### src/rtl/ahb_bus_arbiter.sv
// ahb_bus_arbiter
//   Round-robin AHB bus arbiter. Grants the bus to one master at a time.
//   Fixed-length bursts and locked sequences are never split, and the grant
//   moves only on edges where HREADY is high.
//
// Ports
//   HCLK      in   bus clock; all state changes on the rising edge
//   HRESET    in   asynchronous active-high reset
//   HBUSREQ   in   per-master bus request
//   HLOCK     in   per-master locked-transfer request
//   HTRANS    in   transfer type of the muxed owner (IDLE/BUSY/NONSEQ/SEQ)
//   HBURST    in   burst type of the muxed owner (SINGLE..INCR16)
//   HREADY    in   slave ready; the transfer is accepted when high
//   HGRANT    out  one-hot grant (registered)
//   HMASTER   out  index of the master owning the current address phase
//   HMASTLOCK out  the current address phase is locked
module ahb_bus_arbiter #(
  parameter int unsigned MASTERS        = 9,
  parameter int unsigned DEFAULT_MASTER = 0,
  parameter int unsigned MW             = (MASTERS > 1) ? $clog2(MASTERS) : 1
) (
  input  logic               HCLK,
  input  logic               HRESET,
  input  logic [MASTERS-1:0] HBUSREQ,
  input  logic [MASTERS-1:0] HLOCK,
  input  logic [1:0]         HTRANS,
  input  logic [2:0]         HBURST,
  input  logic               HREADY,
  output logic [MASTERS-1:0] HGRANT,
  output logic [MW-1:0]      HMASTER,
  output logic               HMASTLOCK
);

  localparam logic [1:0] ST_ARB   = 2'd0;
  localparam logic [1:0] ST_BURST = 2'd1;
  localparam logic [1:0] ST_LOCK  = 2'd2;

  localparam logic [1:0] TR_IDLE   = 2'b00;
  localparam logic [1:0] TR_BUSY   = 2'b01;
  localparam logic [1:0] TR_NONSEQ = 2'b10;
  localparam logic [1:0] TR_SEQ    = 2'b11;

  localparam logic [MASTERS-1:0] LP_DEF_OH =
    {{(MASTERS-1){1'b0}}, 1'b1} << DEFAULT_MASTER;
  localparam logic [MW-1:0] LP_DEF_IDX = MW'(DEFAULT_MASTER);

  logic [MASTERS-1:0] r_grant;
  logic [MW-1:0]      r_rr;       // index of the currently granted master
  logic [MW-1:0]      r_master;
  logic               r_mastlock;
  logic [3:0]         r_cnt;

  logic [3:0]         w_cnt_next;
  logic [1:0]         w_state;
  logic [MW-1:0]      w_next_idx;
  logic               w_found;
  logic [MASTERS-1:0] w_next_oh;

  // Beat counter value taken at this edge; frozen while HREADY is low.
  always_comb begin
    w_cnt_next = r_cnt;
    if (HREADY) begin
      case (HTRANS)
        TR_NONSEQ: begin
          case (HBURST)
            3'd2, 3'd3: w_cnt_next = 4'd3;
            3'd4, 3'd5: w_cnt_next = 4'd7;
            3'd6, 3'd7: w_cnt_next = 4'd15;
            default:    w_cnt_next = 4'd0;
          endcase
        end
        TR_SEQ:  w_cnt_next = (r_cnt != 4'd0) ? r_cnt - 4'd1 : r_cnt;
        TR_IDLE: w_cnt_next = 4'd0;
        TR_BUSY: w_cnt_next = r_cnt;
        default: w_cnt_next = r_cnt;
      endcase
    end
  end

  // Lock of the granted master dominates; an unfinished fixed burst blocks
  // regrant because the counter only reaches zero on the final beat's edge.
  always_comb begin
    if (HLOCK[r_rr])
      w_state = ST_LOCK;
    else if (w_cnt_next != 4'd0)
      w_state = ST_BURST;
    else
      w_state = ST_ARB;
  end

  // Search rr+1 .. rr (wrapping), so the current owner has lowest priority.
  always_comb begin
    int unsigned v_sum;
    logic [MW-1:0] v_idx;
    w_next_idx = LP_DEF_IDX;
    w_found    = 1'b0;
    for (int unsigned i = 1; i <= MASTERS; i++) begin
      v_sum = int'(r_rr) + i;
      if (v_sum >= MASTERS)
        v_sum = v_sum - MASTERS;
      v_idx = MW'(v_sum);
      if (!w_found && HBUSREQ[v_idx]) begin
        w_found    = 1'b1;
        w_next_idx = v_idx;
      end
    end
  end

  always_comb begin
    w_next_oh             = '0;
    w_next_oh[w_next_idx] = 1'b1;
  end

  always_ff @(posedge HCLK or posedge HRESET) begin
    if (HRESET) begin
      r_grant    <= LP_DEF_OH;
      r_rr       <= LP_DEF_IDX;
      r_master   <= LP_DEF_IDX;
      r_mastlock <= 1'b0;
      r_cnt      <= '0;
    end else if (HREADY) begin
      r_cnt      <= w_cnt_next;
      // Address-phase ownership follows the grant held before this edge.
      r_master   <= r_rr;
      r_mastlock <= HLOCK[r_rr];
      if (w_state == ST_ARB) begin
        r_rr    <= w_next_idx;
        r_grant <= w_next_oh;
      end
    end
  end

  assign HGRANT    = r_grant;
  assign HMASTER   = r_master;
  assign HMASTLOCK = r_mastlock;

endmodule

### config.mk
export PLATFORM = sky130hd
export DESIGN_NAME = ahb_bus_arbiter
export DESIGN_NICKNAME = d
export VERILOG_FILES = /design/src/rtl/ahb_bus_arbiter.sv
export SDC_FILE = /design/constraint.sdc
export NUM_CORES = 1
export LEC_CHECK = 0
export CAP_MARGIN = 15
export CORE_AREA = 4 4 172 108
export DETAILED_ROUTE_END_ITERATION = 12
export DIE_AREA = 0 0 176 112
export SYNTH_ARGS = -nofsm -noshare
export SYNTH_HDL_FRONTEND = slang
export SYNTH_SLANG_ARGS = --single-unit
### constraint.sdc
create_clock -name HCLK -period 11.4 [get_ports HCLK]
set_input_delay 2.85 -clock HCLK [delete_from_list [all_inputs] [get_ports HCLK]]
set_output_delay 2.85 -clock HCLK [all_outputs]
set_load 0.005 [all_outputs]
==> metrics.md, run 1 <==
| Metric | Value |
|---|---|
| CP Max Fanout | `10` |
| Hold bufs inserted after CTS | `0` |
| Final number of hold-violating endpoints | `0` |
| Syn-to-layout area delta | `12.5%` |
| Commonest cells after routing, fill and taps aside | `nand2_1, o21ai_0, nor2_1` |
| Sink count of the clock tree | `22` |
| Clock insertion delay at the later pin of the skew report | `between 0.2 and 0.3 ns` |
| N_diodes | `0` |
| Share of layout cells above drive strength 1 | `0.0925` |
| HP Start | `HGRANT[4]` |
| Vias per inst | `slightly above 6` |
| DR WL/cell | `between 20 and 25 um` |
| Remaining global-route overflow | `0` |
| Setup TNS | `0 ns` |
| Cell depth of the worst min-delay path | `1` |
| Synthesis warning total | `0` |
| Cell types with the largest area share after synthesis | `dfrtp_1, ha_1, mux2i_1` |
| Achievable frequency | `~150 MHz` |
| Final GP Congestion | `0.990` |
| GRT Resource Usage Total | `0.182` |
| GR Util met3 | `0.0594` |
| Leading register cell type out of synthesis | `dfrtp_1` |
| Busiest layer in global routing | `met1` |
| Largest stage delay, worst path | `~0.50 ns` |
| Clock Tree Buf Depth | `2` |
| Effective utilization at floorplan | `0.297` |
| Data arrival time of the critical path | `~6.9 ns` |
| Final count of pins violating max slew | `0` |
| Total via count in the routed design | `roughly 5600` |
| Worst slew margin relative to its limit | `0.332` |
| Setup slack after placement | `4.65 ns` |
| Width of the die | `~180 um` |
| Cells along the critical path | `clkdlybuf4s50_1 -> buf_4 -> inv_1 -> a211oi_1 -> o32a_1 -> a21boi_0 -> nor3_2 -> o211ai_2 -> nor3_4 -> nand3_1 -> o221ai_1 -> o31ai_1 -> a32o_1` |
| Number of flops mapped to enable cells by yosys | `0` |
| Worst setup skew after layout | `roughly 0.0057 ns` |
| Clock buffers created by TritonCTS | `3` |
| Number of cells on the worst reg-to-reg path | `13` |
| CTS clock-pin slew for the worst setup and hold paths | `~0.06 ns` |
| Number of standard-cell rows in the floorplan | `37` |
| Synth top area share | `0.105` |
| Number of global-route vias before repair | `between 4000 and 5000` |
| Share of the clock period used by the worst path after layout | `0.592` |
| Detailed Place HPWL | `roughly 14000 um` |
| Global-route wire length before repair | `a little under 30000 um` |
| Aggregate routed wire length | `18900 um` |
| Cells after synthesis | `between 600 and 700` |
| Least-Margin Pin Slew | `between 0.9 and 1 ns` |
| Minimum setup slack among reg-to-reg paths | `about 5.8 ns` |
| Overall die height | `112 um` |
| CORE AREA | `0.0169 mm^2` |
| Number of top-level design ports | `40` |
| Number of different library cells in the post-synthesis netlist | `between 90 and 100` |
| Setup crit start kind | `input pin` |
| Drt first pass iters | `6` |
| Number of antenna violations at the first check in global routing | `0` |
| Setup Fix Bufs, Post-CTS | `0` |
| Total of endpoints with negative setup slack in the final report | `0` |
| CP endpoint kind | `flip-flop` |
| Mapped Area | `0.00500 mm^2` |
| Die outline area | `roughly 0.02 mm^2` |
| Biggest area consumer among synthesized cells | `dfrtp_1` |
| H-Tree Level Count | `1` |
| PortBufs | `38` |
| Largest net degree at the start of global routing | `54` |
| Launch point of the worst reg-to-reg path | `r_rr[0]` |
| Crit Path Class | `in2reg` |
| Maxcap violations | `0` |
| Commonest non-fill, non-tap cell in the layout | `nand2_1` |
| Destination of the worst hold path | `HGRANT[4]` |
| Required time worst endpoint | `between 10 and 15 ns` |
| CTS tree | `done` |
| Run status | `finished clean` |
| Worst r2r dst | `HGRANT[6]` |
| Met1 demand-to-capacity share in global routing | `0.303` |
| Path type of the worst min-delay path | `reg2reg` |
| Residual DRC count | `0` |
| Post-cts repair resize count | `0` |
| DRT iter0 DRCs | `770` |
| Critical-path cell with the highest stage delay | `nor3_2` |
| Root buf cell | `clkbuf_16` |
| Part of the Yosys area used for sequential elements | `0.110` |
| Syn_area_per_cell | `7.46 um^2` |
| Routing usage on met2 | `0.227` |
| Final setup margin | `between 4 and 5 ns` |
| Unrepaired setup endpoints after global routing | `false` |
| Share of synthesized flip-flops with an asynchronous set or reset | `1.00` |
| Syn nets | `between 700 and 800` |
| Final net count | `between 700 and 800` |
| Final Critical Period | `6.75 ns` |
| Total of flip-flops plus latches after synthesis | `22` |
| Final antenna-violating net count | `0` |
-- registers in the layout (all words and copies together), names as in the netlist --
signal / cells
HMASTLOCK: 1
HGRANT: 9
r_rr: 4
HMASTER: 4
r_cnt: 4
-- Yosys cell counts (all sizes together) (4+ instances only) --
| master | instances |
|---|---|
| a21oi | 34 |
| a311o | 6 |
| xnor2 | 17 |
| nor4 | 6 |
| and3 | 5 |
| nor3b | 5 |
| buf | 27 |
| nor2b | 13 |
| and2 | 11 |
| a21boi | 10 |
| o22ai | 11 |
| nand2b | 13 |
| o2111ai | 4 |
| or3b | 4 |
| a21o | 7 |
| mux4 | 5 |
| a32o | 9 |
| nand3b | 4 |
| nand3 | 23 |
| inv | 20 |
| clkbuf | 27 |
| o21a | 8 |
| nor3 | 17 |
| a211o | 6 |
| a211oi | 17 |
| mux2 | 14 |
| a32oi | 4 |
| a22oi | 5 |
| o21ai | 55 |
| dfrtp | 21 |
| nor2 | 45 |
| o221ai | 8 |
| a31oi | 8 |
| o211ai | 16 |
| mux2i | 26 |
| ha | 21 |
| nand4 | 12 |
| a221oi | 5 |
| nand2 | 52 |
| and4 | 6 |
| o211a | 6 |
-- stage by stage --
step	instance area (um^2)	instances	util	hold slack, ns
CTS	5630	904	0.334	0.507
finish	5630	904	0.334	0.499
global route	5630	904	0.334	0.534
global placement	5530	900	0.328	0.491
detailed placement	5530	900	0.328	0.490
floorplan	5000	671	-	0.487
-- worst max-delay path by stage --
stage | start | to | slack [ns]
floorplan | HBUSREQ[2] | HGRANT[4] | 5.77
global placement | HBUSREQ[6] | HGRANT[7] | 4.61
detailed placement | HBUSREQ[6] | HGRANT[5] | 4.65
CTS | HBUSREQ[2] | HGRANT[5] | 4.92
global route | HBUSREQ[4] | HGRANT[1] | 4.56
finish | HBUSREQ[2] | HGRANT[5] | 4.65
-- worst max-delay path: cells and delay by family --
kind / cells / cell delay [ns]
buf+inv: 3 / 0.93
simple gates: 3 / 1.05
compound gates: 7 / 2.03
-- logic make-up after synthesis --
kind of cell / count (synthesis) / synth area share
simple gates: 226 / 0.244
mux: 45 / 0.106
fa+ha+maj: 21 / 0.0525
xor+xnor: 19 / 0.0348
flops: 22 / 0.110
buf+inv: 76 / 0.0638
compound gates: 262 / 0.389
-- layout make-up --
type | instances | area [um^2]
inverter | 22 | 82.6
timing repair buffer | 49 | 463
fill | 1821 | 11200
clock inverter | 1 | 30.0
multi-input combinational | 573 | 4130
tap | 234 | 293
sequential | 22 | 553
clock buffer | 3 | 75.1
-- metal layers --
metal | share of wire | wire [um]
met1 | 0.50 | 9390
met2 | 0.36 | 6860
met3 | 0.13 | 2520
met4 | 0.0049 | 93
met5 | 0 | 0
Power of run 1 is left out: the tool's default activity adds up to more than one toggle a clock period on the data nets, which glitch-free logic cannot reach.
==> inputs of run 2 (changes only) <==
clock period = 6.45 ns   (was 11.4 ns; I/O delays follow)
==> run 2 against run 1 <==
Net effect:
- core utilization up 0.42 points
- final area is 1.2% higher
- final cell count rose by 1.1%
- sequential cell count unchanged
==> metrics.md, run 2 (synthesis results as in run 1) <==
| Metric | Value |
|---|---|
| Number of standard cells in the final layout excluding fillers | `914 (+1.1%)` |
| Least-Margin Pin Slew | `0.987 ns (-0.00774 ns)` |
| Largest stage delay, worst path | `0.75 ns (+0.25 ns)` |
| Effective utilization at floorplan | `0.297 (unchanged)` |
| Number of standard-cell rows in the floorplan | `37 (unchanged)` |
| Final number of hold-violating endpoints | `0 (unchanged)` |
| Final count of pins violating max slew | `0 (unchanged)` |
| DRT iter0 DRCs | `773 (+0.39%)` |
| Commonest cells after routing, fill and taps aside | `nand2_1, o21ai_0, nor2_1` |
| Share of the clock period used by the worst path after layout | `0.839` |
| Remaining global-route overflow | `0 (unchanged)` |
| Crit Path Class | `reg2reg` |
| Worst slew margin relative to its limit | `0.342 (+0.00992)` |
| H-Tree Level Count | `1 (unchanged)` |
| Number of global-route vias before repair | `4872 (-1.1%)` |
| Residual DRC count | `0 (unchanged)` |
| Share of layout cells above drive strength 1 | `0.105 (+0.0120)` |
| Die outline area | `0.0197 mm^2 (unchanged)` |
| Count of filler cells inserted in the layout | `1827 (+0.33%)` |
| Final GP Congestion | `0.953 (-3.7%)` |
| Path type of the worst min-delay path | `reg2reg` |
| Total via count in the routed design | `5759 (+2.2%)` |
| Maxcap violations | `0 (unchanged)` |
| Final net count | `727 (+1.3%)` |
| CTS clock-pin slew for the worst setup and hold paths | `0.06 ns (about the same)` |
| Detailed Place HPWL | `14500 um (+4.0%)` |
| Clock insertion delay at the later pin of the skew report | `0.26 ns (about the same)` |
| CP Max Fanout | `19 (+9)` |
| Hold bufs inserted after CTS | `0 (unchanged)` |
| Setup crit start kind | `flip-flop` |
| Root buf cell | `clkbuf_16` |
| Global-route wire length before repair | `29200 um (+0.73%)` |
| Clock buffers created by TritonCTS | `3 (unchanged)` |
| Drt first pass iters | `5 (-1)` |
| Cell area after layout | `0.00570 mm^2 (+1.2%)` |
| Final antenna-violating net count | `0 (unchanged)` |
| FF+latch area | `553 um^2 (unchanged)` |
| Run status | `finished clean` |
| Sink count of the clock tree | `22 (unchanged)` |
| Critical path's top delay family | `compound AO/OA/AOI/OAI gates` |
| CP endpoint kind | `flip-flop` |
| Largest net degree at the start of global routing | `41 (-24%)` |
| Clock Tree Buf Depth | `2 (unchanged)` |
| Aggregate routed wire length | `19300 um (+2.1%)` |
| Commonest non-fill, non-tap cell in the layout | `nand2_1` |
| Buf/Inv on CP | `2 (-1)` |
| Worst setup skew after layout | `0.00110 ns (-0.00462 ns)` |
| Post-cts repair resize count | `0 (unchanged)` |
| Width of the die | `176 um (unchanged)` |
| Area of the multi-input gates | `0.00413 mm^2 (unchanged)` |
| Critical-path cell with the highest stage delay | `ha_1` |
| Post-detailed-placement cell area | `0.00559 mm^2 (+1.2%)` |
| Achievable frequency | `between 150 and 200 MHz` |
| Cells along the critical path | `inv_1 -> ha_1 -> inv_1 -> mux2i_1 -> mux2_2 -> o31a_1 -> a211o_1 -> a211o_1 -> o211ai_1 -> a211oi_1 -> and2_1 -> a32o_1` |
| PortBufs | `38 (unchanged)` |
| Vias per inst | `6.30 (+1.0%)` |
| Flip-flop count of the largest register after layout | `9 (unchanged)` |
| CTS tree | `done` |
| Number of top-level design ports | `40 (unchanged)` |
| Number of antenna violations at the first check in global routing | `1 (+1)` |
| Required time worst endpoint | `6.59 ns (-4.96 ns)` |
| Unrepaired setup endpoints after global routing | `false` |
| Data arrival time of the critical path | `5.56 ns (-1.34 ns)` |
| Total instance count after detailed placement | `909 (+1.0%)` |
| Total of endpoints with negative setup slack in the final report | `0 (unchanged)` |
| DR WL/cell | `21.1 um (+0.99%)` |
| Final Critical Period | `around 5.4 ns` |
| Setup Fix Bufs, Post-CTS | `0 (unchanged)` |
| Overall die height | `112 um (unchanged)` |
| CORE AREA | `0.0169 mm^2 (unchanged)` |
| Syn-to-layout area delta | `13.9%` |
| GRT Resource Usage Total | `0.184 (+0.00211)` |
| Setup TNS | `0 ns (unchanged)` |
==> run 2: path summary, 6_finish.rpt <==
check	startpoint	end	slack (ns)	cells past startpoint
max reg2reg	r_rr[0]	HGRANT[4]	1.04	12
min in group asynchronous	HRESET	HGRANT[3]	1.82	2
max in group asynchronous	HRESET	r_rr[0]	4.05	2
min	HGRANT[4]	HGRANT[4]	0.50	1
max	r_rr[0]	HGRANT[4]	1.04	12
min reg2reg	HGRANT[4]	HGRANT[4]	0.50	1
==> run 2: cell type report <==
| cell class | instances | share of cell area |
|---|---|---|
| Antenna cell | 1 | 0.000439 |
| Clock buffer | 3 | 0.0132 |
| Clock inverter | 1 | 0.00527 |
| Inverter | 22 | 0.0145 |
| Multi-Input combinational cell | 573 | 0.725 |
| Sequential cell | 22 | 0.0970 |
| Tap cell | 234 | 0.0514 |
| Timing Repair Buffer | 58 | 0.0931 |
==> run 2: metal layers <==
metal  share of wire  GRT usage
met5               0          0
met4           0.014     0.0208
met3            0.15     0.0784
met2            0.35      0.214
met1            0.49      0.303
==> run 2: metrics by stage <==
step                      setup WS [ns]  hold WS, ns  utilization
final                              1.04        0.504        0.338
after global placement             1.09        0.493        0.332
after floorplan                    1.88        0.487            -
after detailed placement           1.14        0.493        0.332
after CTS                          1.25        0.511        0.338
after global routing              0.915        0.531        0.338
Power of run 2 is left out for the same reason.
